[config.mk]
export PLATFORM = sky130hd
export DESIGN_NAME = xc20xx_cfg_loader_flat
export DESIGN_NICKNAME = d
export VERILOG_FILES = /design/src/rtl/xc20xx_cfg_loader_if.sv /design/src/rtl/xc20xx_cfg_loader.sv /design/src/flat_wrapper.sv
export SDC_FILE = /design/constraint.sdc
export NUM_CORES = 1
export LEC_CHECK = 0
export BUFFER_PORTS_ARGS = -buffer_cell sky130_fd_sc_hd__buf_4
export CORE_MARGIN = 2
export CORE_UTILIZATION = 50
export CTS_CLUSTER_SIZE = 24
export DETAILED_ROUTE_END_ITERATION = 12
export GPL_TIMING_DRIVEN = 0
export PLACE_DENSITY_LB_ADDON = 0.15
export SYNTH_ARGS = -nofsm -noshare
export SYNTH_HDL_FRONTEND = slang
export SYNTH_SLANG_ARGS = --single-unit
[constraint.sdc]
create_clock -name K -period 6.05 [get_ports K]
set_input_delay 1.21 -clock K [delete_from_list [all_inputs] [get_ports K]]
set_output_delay 1.21 -clock K [all_outputs]
set_load 0.05 [all_outputs]
[src/rtl/xc20xx_cfg_loader_if.sv]
// xc20xx_cfg_loader_if: serial bitstream in, per-CLB config words out
interface xc20xx_cfg_loader_if #(
  parameter int CFG_W = 36,
  parameter int LEN_W = 8
);
  logic din;
  logic din_en;
  logic [CFG_W-1:0] cfg_data;
  logic [LEN_W-1:0] cfg_addr;
  logic cfg_valid;
  logic busy;
  logic done;
  logic err;
  modport master (output din, din_en, input cfg_data, cfg_addr, cfg_valid, busy, done, err);
  modport slave (input din, din_en, output cfg_data, cfg_addr, cfg_valid, busy, done, err);
endinterface

[src/rtl/xc20xx_cfg_loader.sv]
// xc20xx_cfg_loader: deframes preamble/sync/length/data/stop and emits one config word per frame
module xc20xx_cfg_loader #(
  parameter int CFG_W = 36,
  parameter int LEN_W = 8,
  parameter logic [3:0] SYNC = 4'b0010
) (
  input logic K,
  input logic RST,
  xc20xx_cfg_loader_if.slave bus
);
  localparam int CNT_W = $clog2(CFG_W + LEN_W + 4);
  typedef enum logic [2:0] {IDLE, SYN, LEN, DATA, STOP, DONE_S, ERROR} state_t;
  state_t state_q;
  logic [CNT_W-1:0] cnt_q;
  logic [LEN_W-1:0] n_q, n_d, frame_q, cfg_addr_q;
  logic [CFG_W-1:0] shift_q, shift_d, cfg_data_q;
  logic valid_q, busy_q, done_q, err_q;
  always_comb begin
    n_d = {bus.din, n_q[LEN_W-1:1]};
    shift_d = {bus.din, shift_q[CFG_W-1:1]};
  end
  always_ff @(posedge K) begin
    if (RST) begin
      state_q <= IDLE;
      cnt_q <= '0;
      n_q <= '0;
      frame_q <= '0;
      shift_q <= '0;
      cfg_data_q <= '0;
      cfg_addr_q <= '0;
      valid_q <= 1'b0;
      busy_q <= 1'b0;
      done_q <= 1'b0;
      err_q <= 1'b0;
    end else begin
      valid_q <= 1'b0;
      if (bus.din_en) begin
        case (state_q)
          IDLE: if (!bus.din) begin
            state_q <= SYN;
            cnt_q <= CNT_W'(1);
            busy_q <= 1'b1;
          end
          SYN: if (bus.din != SYNC[2'd3 - cnt_q[1:0]]) begin
            state_q <= ERROR;
            err_q <= 1'b1;
            busy_q <= 1'b0;
          end else if (cnt_q == CNT_W'(3)) begin
            state_q <= LEN;
            cnt_q <= '0;
          end else cnt_q <= cnt_q + CNT_W'(1);
          LEN: begin
            n_q <= n_d;
            cnt_q <= cnt_q == CNT_W'(LEN_W - 1) ? '0 : cnt_q + CNT_W'(1);
            if (cnt_q == CNT_W'(LEN_W - 1)) begin
              state_q <= n_d == '0 ? DONE_S : DATA;
              done_q <= n_d == '0;
              busy_q <= n_d != '0;
              frame_q <= '0;
            end
          end
          DATA: begin
            shift_q <= shift_d;
            cnt_q <= cnt_q == CNT_W'(CFG_W - 1) ? '0 : cnt_q + CNT_W'(1);
            if (cnt_q == CNT_W'(CFG_W - 1)) state_q <= STOP;
          end
          // a frame is only published once both stop bits are good
          STOP: if (!bus.din) begin
            state_q <= ERROR;
            err_q <= 1'b1;
            busy_q <= 1'b0;
          end else if (cnt_q == '0) cnt_q <= CNT_W'(1);
          else begin
            cnt_q <= '0;
            cfg_data_q <= shift_q;
            cfg_addr_q <= frame_q;
            valid_q <= 1'b1;
            if (frame_q + LEN_W'(1) == n_q) begin
              state_q <= DONE_S;
              done_q <= 1'b1;
              busy_q <= 1'b0;
            end else begin
              frame_q <= frame_q + LEN_W'(1);
              state_q <= DATA;
            end
          end
          default: ;
        endcase
      end
    end
  end
  assign bus.cfg_data = cfg_data_q;
  assign bus.cfg_addr = cfg_addr_q;
  assign bus.cfg_valid = valid_q;
  assign bus.busy = busy_q;
  assign bus.done = done_q;
  assign bus.err = err_q;
endmodule

[src/flat_wrapper.sv]
// flat-port wrapper written by rule: the top's interface ports become plain ports
module xc20xx_cfg_loader_flat 
#(
  parameter int CFG_W = 36,
  parameter int LEN_W = 8,
  parameter logic [3:0] SYNC = 4'b0010
)
  (K, RST, bus_din, bus_din_en, bus_cfg_data, bus_cfg_addr, bus_cfg_valid, bus_busy, bus_done, bus_err);
  xc20xx_cfg_loader_if #(.CFG_W(CFG_W), .LEN_W(LEN_W)) bus_i ();
  input logic K;
  input logic RST;
  input wire logic [$bits(bus_i.din)-1:0] bus_din;
  input wire logic [$bits(bus_i.din_en)-1:0] bus_din_en;
  output wire logic [$bits(bus_i.cfg_data)-1:0] bus_cfg_data;
  output wire logic [$bits(bus_i.cfg_addr)-1:0] bus_cfg_addr;
  output wire logic [$bits(bus_i.cfg_valid)-1:0] bus_cfg_valid;
  output wire logic [$bits(bus_i.busy)-1:0] bus_busy;
  output wire logic [$bits(bus_i.done)-1:0] bus_done;
  output wire logic [$bits(bus_i.err)-1:0] bus_err;
  assign bus_i.din = bus_din;
  assign bus_i.din_en = bus_din_en;
  assign bus_cfg_data = bus_i.cfg_data;
  assign bus_cfg_addr = bus_i.cfg_addr;
  assign bus_cfg_valid = bus_i.cfg_valid;
  assign bus_busy = bus_i.busy;
  assign bus_done = bus_i.done;
  assign bus_err = bus_i.err;
  xc20xx_cfg_loader #(.CFG_W(CFG_W), .LEN_W(LEN_W), .SYNC(SYNC)) u_core (.K(K), .RST(RST), .bus(bus_i));
endmodule
# Word level (Yosys, flattened, before mapping)
# Index checks and enable logic that the tools add are counted.
[totals]
register_bits = 109
wordCells = 99
out_inout_bits = 48
inputBits = 4
[op_classes]
n_mux = 40
n_reduce_logical = 18
eq_ne = 22
bitwise_logic = 4
addsub = 3
order_cmp = 1
[op_table]
columns = ["operator", "count"]
rows = [
  ["2-to-1 mux 6 bit", 6],
  ["2-to-1 mux 8 bit", 4],
  ["one-hot mux 6 bit (5 select lines)", 1],
  ["2-to-1 mux 3 bit", 9],
  ["one-hot mux 8 bit (2 select lines)", 1],
  ["one-hot mux 3 bit (5 select lines)", 1],
  ["2-to-1 mux 1 bit", 14],
  ["AND reduction 7 bit", 2],
  ["!= test 2 bit (second input constant)", 6],
  ["AND reduction 6 bit", 2],
  ["adder 8 x 1 -> 8 bit (second input constant)", 1],
  ["equality test 8 bit", 1],
  ["logical NOT 8 bit", 1],
  ["!= test 2 x 1 -> 1 bit (second input constant)", 4],
  ["AND reduction 4 bit", 2],
  ["nonzero test 8 bit", 1],
  ["adder 6 x 1 -> 6 bit (second input constant)", 1],
  ["equality test 3 x 2 -> 1 bit (second input constant)", 2],
  ["equality test 6 x 2 -> 1 bit (second input constant)", 1],
  ["equality test 6 x 3 -> 1 bit (second input constant)", 1],
  ["equality test 6 bit (second input constant)", 1],
  ["logical NOT 6 bit", 1],
  ["AND reduction 5 bit", 1],
  ["nonzero test 5 bit", 1],
  ["other kinds (17)", 23],
]

# Longest topological paths before layout
# Gate-level depths: netlist of the first run.
[depth]
word_depth = 6
ltp_mapped = 9
ltp_nobuf = 8

# Least setup slack after synthesis of the first run
# Ideal clock, no wire load.
[synth_path]
path_type = "input to register"
startpoint = "input bus_din"
endpoint = "register u_core.cnt_q[5]"
arrival_time_ns = 2.341
setup_ns = 0.123
required_ns = 5.927
cell_stages = 6
n_path_buf = 1
path_slack_ns = 3.585
path_cell_list = "clkbuf_1 -> o21ai_1 -> a21boi_1 -> nand4_1 -> xor2_1 -> nor2_1"
[synth_between]
elab_chain_len = 3
word_cells_on_any_way = 5
classes_between = "eq/ne: 4; reduce/logical: 1"
[synth_rtl]
columns = ["item", "line", "rtl"]
rows = [
  ["start: declaration", "flat_wrapper.sv:12", "input wire logic [$bits(bus_i.din)-1:0] bus_din;"],
  ["!= test 1 bit", "xc20xx_cfg_loader.sv:44", "SYN: if (bus.din != SYNC[2'd3 - cnt_q[1:0]]) begin"],
  ["!= test 2 bit (no line)", "-", ""],
  ["AND reduction 5 bit (no line) (*)", "-", ""],
  ["end signal: assignment", "xc20xx_cfg_loader.sv:51", "end else cnt_q <= cnt_q + CNT_W'(1);"],
  ["end signal: assignment", "xc20xx_cfg_loader.sv:54", "cnt_q <= cnt_q == CNT_W'(LEN_W - 1) ? '0 : cnt_q + CNT_W'(1);"],
  ["end signal: assignment", "xc20xx_cfg_loader.sv:64", "cnt_q <= cnt_q == CNT_W'(CFG_W - 1) ? '0 : cnt_q + CNT_W'(1);"],
  ["end: declaration", "xc20xx_cfg_loader.sv:14", "logic [CNT_W-1:0] cnt_q;"],
]
# Mark *: on every way between the ends. The rest lies on a longest branch, timed or not.
# A chain may end at the register's enable or synchronous reset.

# Final worst setup path of the first run
[layout_path]
startpoint = "register u_core.frame_q[1]"
endpoint = "register u_core.frame_q[3]"
[layout_between]
elab_chain_len = 5
word_cells_on_any_way = 8
classes_between = "add/sub: 1; eq/ne: 2; mux: 4; reduce/logical: 1"
[layout_rtl]
columns = ["item", "line", "rtl"]
rows = [
  ["start: declaration", "xc20xx_cfg_loader.sv:15", "logic [LEN_W-1:0] n_q, n_d, frame_q, cfg_addr_q;"],
  ["start signal: assignment", "xc20xx_cfg_loader.sv:83", "frame_q <= frame_q + LEN_W'(1);"],
  ["adder 8 x 1 -> 8 bit (*)", "xc20xx_cfg_loader.sv:78, xc20xx_cfg_loader.sv:83", ""],
  ["branches (longest 4 deep; another with equality test 8 bit)", "-", ""],
]
# Mark *: on every way between the ends. The select of a mux whose other input is x is not followed.

==> results.toml, run 1 <==
[placed_design]
io_buffers = 50
dpl.hpwl_um = 8020
place.gp.congestion = 0.857

[synthesis]
synthCells = 597
synth_seq_area_share_pct = 46.0
avgSynthCellArea_um2 = 7.95
ys_async_sr_fraction_pct = 0
netlist_area_um2 = 4750
mappedNetlistNets = 605
dominantRegCellSynth = "dfxtp_1"
ys_ff_latch = 109
synth_edf_count = 0
synth.distinct_cells = 64
yosys_warnings = 0

[critical_path]
regToRegStartpoint = "u_core.frame_q[1]$_SDFFE_PP0P_"
cp-startpoint = "u_core.frame_q[1]$_SDFFE_PP0P_"
max_stage_delay_ps = 520
timing.rr.end = "u_core.frame_q[3]$_SDFFE_PP0P_"
path_class = "register to register"
crit_path_top_delay_cell = "dfxtp_1"
crit_cells = 8
worstPathArrival_ps = 3080
required_ps = 6330
crit_path_end = "u_core.frame_q[3]$_SDFFE_PP0P_"
reg2reg_depth = 8
path_cells = "ha_1, nand3_2, or3_1, o211a_1, a211oi_4, buf_6, nor3_1, o31a_1"
cp_max_fo = 10
critPathLaunchType = "register"
critPathCaptureType = "register"
crit_family = "compound AO/OA/AOI/OAI gates"
regToRegSetupSlack_ps = 3250
worst-path-buf-inv = 1

[sta]
setup_violations = 0
finalHoldViolCount = 0
final.setup.tns_ps = 0
period_needed_ps = 2800
report.final.slew_viol_count = 0
post-route-period-util_pct = 46.3
slew-limit-headroom_pct = 41.9
tightest_slew_ps = 868
finalClockSkew_ps = 17.8
max_freq_mhz = 357
rsz0062_at_grt = "false"

[drt]
dr.pass1.iters = 5
drt_iter0_drc = 223
antenna_left = 0
post_drt_wl_per_cell_um = 14.2
routed_wl_um = 11200
via_count = 4238
vias_per_cell = 5.35
route.detailed.drc = 0

[layout]
layout_common_cells = "nand2_1 (178), dfxtp_1 (109), a21oi_1 (91)"
n_antenna_cell = 0
area_growth_pct = 15.8
final_common_cell = "nand2_1"
drive_above_1_share_pct = 13.6
fillers = 869
fin_util_pct = 59.5
num-nets-final = 666

[global_route]
grt_use_total_pct = 22.7
overflow = 0
grt_max_degree = 21
globalRouteMet3Util_pct = 4.00
grt_first_pass_wirelength_um = 18600
grt_pass1_vias = 3888
globalRoute.busiestLayer = "met2"
grt.met2_usage_pct = 38.5
antenna_found_initial = 0
gr-usage-met1_pct = 29.6

[clock_tree]
clk_latency_ps = 380
h-tree-depth = 3
postCtsSetupRepairBufs = 0
cts_tree = "built"
cts_resized = 0
numCtsBuffers = 9
cts_num_sinks = 109
cts_buffer_depth = 2
clkTransAtPathRegs_ps = 110
cts_hold_buf = 0
clock-root-buffer = "clkbuf_8"

[power_and_ir_drop]
p_per_area_nw_per_um2 = 248
p_leak_nw = 1.94
ir_worst_vdd_v = 0.000150

[floorplanning]
ios = 52
die_h_um = 101
rows = 35
coreArea_um2 = 9240
start_util_pct = 51.4
die_w_um = 101
die-area_um2 = 10300

[outcome]
status = "finished clean"

[worst_hold_path]
min_from = "u_core.bus.cfg_data[6]$_SDFFE_PP0P_"
min_path_type = "register to register"

[run]
cap_violations = 0
[how the worst min path moves through the flow]
stage | endpoint | cells past startpoint
after floorplan | u_core.bus.cfg_data[0]$_SDFFE_PP0P_ | 2
after detailed placement | u_core.bus.cfg_data[6]$_SDFFE_PP0P_ | 2
after global placement | u_core.bus.cfg_addr[2]$_SDFFE_PP0P_ | 2
final | u_core.bus.cfg_data[6]$_SDFFE_PP0P_ | 2
after CTS | u_core.shift_q[30]$_SDFFE_PP0P_ | 2
after global routing | u_core.bus.cfg_data[5]$_SDFFE_PP0P_ | 2
[flip-flops by register name, summed over array words and instances (netlist names)]
signal / cells
u_core.bus.cfg_addr: 8
u_core.n_q: 8
u_core.bus.err: 1
u_core.state_q: 3
u_core.shift_q: 36
u_core.frame_q: 8
u_core.cnt_q: 6
u_core.bus.cfg_valid: 1
u_core.bus.cfg_data: 36
u_core.bus.busy: 1
u_core.bus.done: 1
[synth_stat cells, drive strengths merged, types with 2 or more instances]
cell type	instances	area, um^2
a211oi	2	27.5
a21oi	91	455
a221oi	2	23.8
a31oi	4	25.0
and2	5	32.5
and3	5	31.3
buf	8	63.8
clkbuf	33	149
dfxtp	109	2180
ha	4	50.1
inv	11	41.3
mux2i	10	100
nand2	178	668
nand2b	3	18.8
nand3	9	50.1
nand3b	3	22.5
nand4	6	43.8
nor2	30	113
nor2b	3	18.8
nor3	7	35.0
nor3b	2	15.0
nor4	4	25.0
o2111ai	2	17.5
o211a	4	40.0
o211ai	4	35.0
o21ai	11	62.6
o21bai	2	18.8
o22ai	2	12.5
o31a	6	53.8
or3	4	25.0
or4	3	22.5
xnor2	8	70.1
xor2	7	61.3
[power by group]
| group | switching [W] | internal [W] |
|---|---|---|
| Clock | 0.000269 | 0.000201 |
| Sequential | 0.00000918 | 0.000726 |
| Combinational | 0.000108 | 0.0000532 |
[layer usage]
layer  wire, um  vias to the layer above  part of all wire (%)
met5          0                        -                     0
met4        184                        0                   1.6
met3        483                       16                   4.3
met2       5520                       91                    49
met1       5040                     1991                    45
li1           -                     2140                     -
[through the flow]
stage / instances / total power [W] / hold WS, ps / setup slack (ps) / instance area (um^2)
2_1_floorplan: 597 / 0.000871 / 432 / 3590 / 4750
3_3_place_gp: 776 / 0.000910 / 443 / 3060 / 5280
3_5_place_dp: 776 / 0.000911 / 448 / 3050 / 5280
4_1_cts: 792 / 0.00137 / 461 / 3280 / 5500
5_1_grt: 792 / 0.00143 / 484 / 3060 / 5500
6_report: 792 / 0.00137 / 461 / 3250 / 5500
[cells by family (layout without fill, tap and decap cells)]
kind of cell             after synthesis  count (layout)  synth area share, %
AND/OR/NAND/NOR                      266             266                 24.4
AO/OA/AOI/OAI                        141             141                 18.3
flip-flops                           109             109                 46.0
buffers and inverters                 52             118                 5.35
XOR/XNOR                              15              15                 2.77
multiplexers                          10              10                 2.11
adder cells (fa/ha/maj)                4               4                 1.05
[worst register-to-register path: stages, from the launching register on]
cell and delay (ps):
dfxtp_1 520, ha_1 390, nand3_2 210, or3_1 380
o211a_1 240, a211oi_4 460, buf_6 220, nor3_1 60
o31a_1 240
[layout make-up]
class                   count  area [um^2]  share of cell area (%)
inverters                  11         41.3                   0.751
clock inverters             7         91.3                    1.66
multi-input cells         436         2310                    42.0
repair buffers             50          375                    6.83
well taps                 129          161                    2.94
clock buffers               9          124                    2.25
plain buffers              41          213                    3.87
flip-flops and latches    109         2180                    39.7
Note: power is estimated with default switching activity, not from simulation.
==> run 2: changes to the inputs <==
clock period = 2.8 ns   (was 6.05 ns; I/O delays follow)
==> results.toml, run 2 (synthesis results as in run 1) <==
[outcome]
status = "finished clean"

[critical_path]
path_class = "register to register"
worstPathArrival_ps = 2890
cp_max_fo = 10
worst-path-buf-inv = 2
path_cells = "ha_2, nand3_2, or3_1, o211a_1, a211oi_4, buf_4, buf_6, nor3_1, o31a_1"
required_ps = 3080
crit_family = "compound AO/OA/AOI/OAI gates"
max_stage_delay_ps = 510
critPathCaptureType = "register"
critPathLaunchType = "register"
crit_path_top_delay_cell = "dfxtp_1"

[layout]
num-nets-final = 669
fillers = 870
final-seq-area_um2 = 2180
n_antenna_cell = 0
drive_above_1_share_pct = 14.1
multi_input_area_um2 = 2310
layout_common_cells = "nand2_1 (178), dfxtp_1 (109), a21oi_1 (91)"
final_common_cell = "nand2_1"
area_growth_pct = 16.4

[power_and_ir_drop]
p_leak_nw = 1.95
p_int_w = 0.00212
ir_worst_vdd_v = 0.000323
p_sw_share_pct = 28.3
switchingPower_w = 0.000837
seqPwrFrac_pct = 53.8
power_w = 0.00295
p_per_area_nw_per_um2 = 535
power_frac_comb_pct = 11.8
p_clk_share_pct = 34.4

[clock_tree]
h-tree-depth = 3
clock-root-buffer = "clkbuf_8"
clkTransAtPathRegs_ps = 110
cts_num_sinks = 109
numCtsBuffers = 9
cts_tree = "built"
clk_latency_ps = 390
cts_hold_buf = 0
cts_buffer_depth = 2

[sta]
slew-limit-headroom_pct = 42.3
report.final.slew_viol_count = 0
final.setup.tns_ps = 0
setup_ws_ps = 187
period_needed_ps = 2610
tightest_slew_ps = 862
rsz0062_at_grt = "false"
finalHoldViolCount = 0
finalClockSkew_ps = 16.0
holdWs_ps = 460
max_freq_mhz = 383
setup_violations = 0
post-route-period-util_pct = 93.3

[global_route]
gr-usage-met1_pct = 29.6
antenna_found_initial = 0
grt_use_total_pct = 22.7
grt.met2_usage_pct = 38.5
globalRoute.busiestLayer = "met2"
grt_first_pass_wirelength_um = 18600
overflow = 0
grt_max_degree = 21
globalRouteMet3Util_pct = 4.00
grt_pass1_vias = 3888

[drt]
via_count = 4243
drt_iter0_drc = 206
routed_wl_um = 11300
dr.pass1.iters = 4
post_drt_wl_per_cell_um = 14.2
antenna_left = 0
route.detailed.drc = 0
vias_per_cell = 5.34

[floorplanning]
ios = 52
die_w_um = 101
coreArea_um2 = 9240
rows = 35
start_util_pct = 51.4
die_h_um = 101
die-area_um2 = 10300

[placed_design]
io_buffers = 50
dp_slack_ps = 47.9
place.gp.congestion = 0.857
dpl.hpwl_um = 8020

[run]
cap_violations = 0

[worst_hold_path]
min_path_type = "register to register"
==> run 2: cell types whose count changed in the layout (fill, tap and decap cells not counted), sizes merged <==
cell,before,now
buf,58,61
==> run 2: worst paths after layout <==
kind,slack (ps),cells past startpoint,end,from
setup / recovery,190,9,u_core.frame_q[3]$_SDFFE_PP0P_,u_core.frame_q[1]$_SDFFE_PP0P_
hold / removal,460,2,u_core.shift_q[30]$_SDFFE_PP0P_,u_core.shift_q[31]$_SDFFE_PP0P_
setup reg to reg,190,9,u_core.frame_q[3]$_SDFFE_PP0P_,u_core.frame_q[1]$_SDFFE_PP0P_
hold reg to reg,460,2,u_core.shift_q[30]$_SDFFE_PP0P_,u_core.shift_q[31]$_SDFFE_PP0P_
==> run 2: layout make-up <==
| cell class | count | area share, % |
|---|---|---|
| Sequential cell | 109 | 39.5 |
| Buffer | 41 | 3.85 |
| Tap cell | 129 | 2.92 |
| Clock inverter | 7 | 1.65 |
| Inverter | 11 | 0.748 |
| Multi-Input combinational cell | 436 | 41.9 |
| Timing Repair Buffer | 53 | 7.20 |
| Clock buffer | 9 | 2.24 |
==> run 2: worst register-to-register path, delay by kind of cell, from the launching register on <==
| kind | cells | cell delay (ps) |
|---|---|---|
| AO/OA/AOI/OAI | 3 | 700 |
| AND/OR/NAND/NOR | 3 | 620 |
| flip-flops | 1 | 510 |
| buffers and inverters | 2 | 350 |
| adder cells (fa/ha/maj) | 1 | 340 |
==> run 2: power groups by stage <==
stage | registers [W] | clock network (W) | logic, W
2_1_floorplan | 0.00164 | 0 | 0.000242
3_3_place_gp | 0.00163 | 0 | 0.000342
3_5_place_dp | 0.00162 | 0 | 0.000344
4_1_cts | 0.00159 | 0.00103 | 0.000346
5_1_grt | 0.00159 | 0.00110 | 0.000383
6_report | 0.00159 | 0.00102 | 0.000348
==> run 2: what timing repair did <==
| action | in CTS | in global routing |
|---|---|---|
| buffers inserted | 0 | 3 |
| gates resized for setup | 0 | 1 |
| endpoints found under the setup margin | 0 | 11 |
==> run 2: metal layers <==
metal / vias up / wire (um)
met5: - / 0
li1: 2149 / -
met1: 1999 / 5180
met2: 79 / 5570
met3: 16 / 386
met4: 0 / 178
==> run 2: per-stage QoR <==
| step | std cells | area [um^2] | util, % |
|---|---|---|---|
| finish | 795 | 5520 | 59.8 |
| global route | 795 | 5520 | 59.8 |
| floorplan | 597 | 4750 | - |
| CTS | 792 | 5500 | 59.5 |
| detailed placement | 776 | 5280 | 57.2 |
| global placement | 776 | 5280 | 57.2 |
==> run 3: changes to the inputs <==
CTS_BUF_LIST = sky130_fd_sc_hd__clkbuf_4 sky130_fd_sc_hd__clkbuf_8   (was unset)
clock period = 2.2 ns   (was 2.8 ns; I/O delays follow)
==> results.toml, run 3 (synthesis results as in run 1) <==
[layout]
multi_input_area_um2 = 2430
fin_util_pct = 62.6
area_growth_pct = 21.8
final_common_cell = "nand2_1"
num-nets-final = 681
drive_above_1_share_pct = 20.6
final-seq-area_um2 = 2190
layoutNonFillerInstCount = 807
layout_common_cells = "nand2_1 (178), dfxtp_1 (105), a21oi_1 (90)"
fillers = 812
n_antenna_cell = 0

[floorplanning]
start_util_pct = 51.4
ios = 52
coreArea_um2 = 9240
rows = 35
die_h_um = 101
die-area_um2 = 10300
die_w_um = 101

[sta]
max_freq_mhz = 444
finalHoldViolCount = 0
period_needed_ps = 2250
finalClockSkew_ps = 14.6
slew-limit-headroom_pct = 62.5
setup_violations = 8
post-route-period-util_pct = 102
report.final.slew_viol_count = 0
tightest_slew_ps = 558
setup_ws_ps = -54.6
rsz0062_at_grt = "true"

[global_route]
antenna_found_initial = 0
overflow = 0
grt_use_total_pct = 22.7
grt_first_pass_wirelength_um = 18900
grt_pass1_vias = 4120
grt_max_degree = 21

[clock_tree]
cts_num_sinks = 109
cts_tree = "built"
h-tree-depth = 3
numCtsBuffers = 9
cts_buffer_depth = 2
cts_hold_buf = 0
clock-root-buffer = "clkbuf_8"
clk_latency_ps = 370
clkTransAtPathRegs_ps = 110

[critical_path]
max_stage_delay_ps = 410
critPathLaunchType = "register"
required_ps = 2470
path_cells = "ha_4, or2b_1, or4_1, o211a_1, a211oi_4, buf_6, buf_6, nor3_2, o31a_1"
worstPathArrival_ps = 2520
worst-path-buf-inv = 2
crit_path_top_delay_cell = "or4_1"
crit_family = "simple AND/OR/NAND/NOR gates"
critPathCaptureType = "register"
crit_top_cell = "buf_6"
path_class = "register to register"
cp_max_fo = 6

[run]
cap_violations = 0

[drt]
routed_wl_um = 11600
via_count = 4352
route.detailed.drc = 0
vias_per_cell = 5.39
drt_iter0_drc = 301
post_drt_wl_per_cell_um = 14.4
antenna_left = 0
dr.pass1.iters = 4

[placed_design]
place.gp.congestion = 0.887
dpl.hpwl_um = 7910
io_buffers = 50
dpl.cell_count = 776

[worst_hold_path]
min_path_type = "input pin to register"

[power_and_ir_drop]
ir_worst_vdd_v = 0.000437
p_leak_nw = 2.10
p_per_area_nw_per_um2 = 660

[outcome]
status = "finished, violations left"
violations = "setup timing"
run 3: cell types whose count changed in the layout (fill, tap and decap cells not counted), sizes merged:
cell      change
buf          +15
clkbuf        -2
clkinv        -1
clkinvlp      -1
inv           +1
run 3: path summary, 6_finish.rpt:
check                                           start                                  end  slack [ps]  depth (start not counted)
setup / recovery       u_core.frame_q[1]$_SDFFE_PP0P_       u_core.frame_q[5]$_SDFFE_PP0P_         -50                          9
hold / removal                             bus_din_en          u_core.bus.err$_SDFFE_PP0P_         390                          3
setup reg to reg       u_core.frame_q[1]$_SDFFE_PP0P_       u_core.frame_q[5]$_SDFFE_PP0P_         -50                          9
hold reg to reg   u_core.bus.cfg_data[0]$_SDFFE_PP0P_  u_core.bus.cfg_data[0]$_SDFFE_PP0P_         460                          2
run 3: layout make-up:
class / count / share of cell area, %
multi-input cells: 436 / 42.1
plain buffers: 41 / 4.09
flip-flops and latches: 109 / 37.9
clock inverters: 6 / 1.49
well taps: 129 / 2.79
repair buffers: 65 / 8.57
clock buffers: 10 / 2.38
inverters: 11 / 0.714
run 3: stage by stage:
step	instance area [um^2]	power (W)	hold slack [ps]	TNS [ps]	worst slack, ps
after floorplan	4760	0.00239	432	-67.7	-23.9
after global placement	5300	0.00250	442	-8870	-268
after detailed placement	5300	0.00250	450	-12020	-311
after CTS	5660	0.00383	369	-248	-73.5
after global routing	5780	0.00396	392	-725	-103
final	5780	0.00382	388	-223	-54.6
run 3: repair_timing:
action | 4_1_cts | 5_1_grt
resized for setup | 13 | 44
setup endpoints to repair | 87 | 87
pin swaps | 3 | 2
cloned | 0 | 1
buffers inserted | 11 | 3
run 3: power by group:
group / internal, W / total [W] / leakage, nW / switching (W)
clock network: 0.000590 / 0.00133 / 0.114 / 0.000744
logic: 0.000155 / 0.000460 / 1.10 / 0.000305
registers: 0.00200 / 0.00202 / 0.881 / 0.0000269
run 3: worst min-delay path: cells and delay by family:
family	cells	cell delay [ps]
AOI/OAI and AO/OA	1	90
buffers and inverters	1	130
and+or+nand+nor	1	70
run 3: layer usage:
layer | GRT usage, % | wire [um] | up-vias | share of wire, %
met5 | 0 | 0 | - | 0
met4 | 6.86 | 219 | 0 | 1.9
met3 | 4.69 | 495 | 22 | 4.3
met2 | 38.5 | 5660 | 114 | 49
met1 | 29.3 | 5200 | 2044 | 45
li1 | - | - | 2172 | -
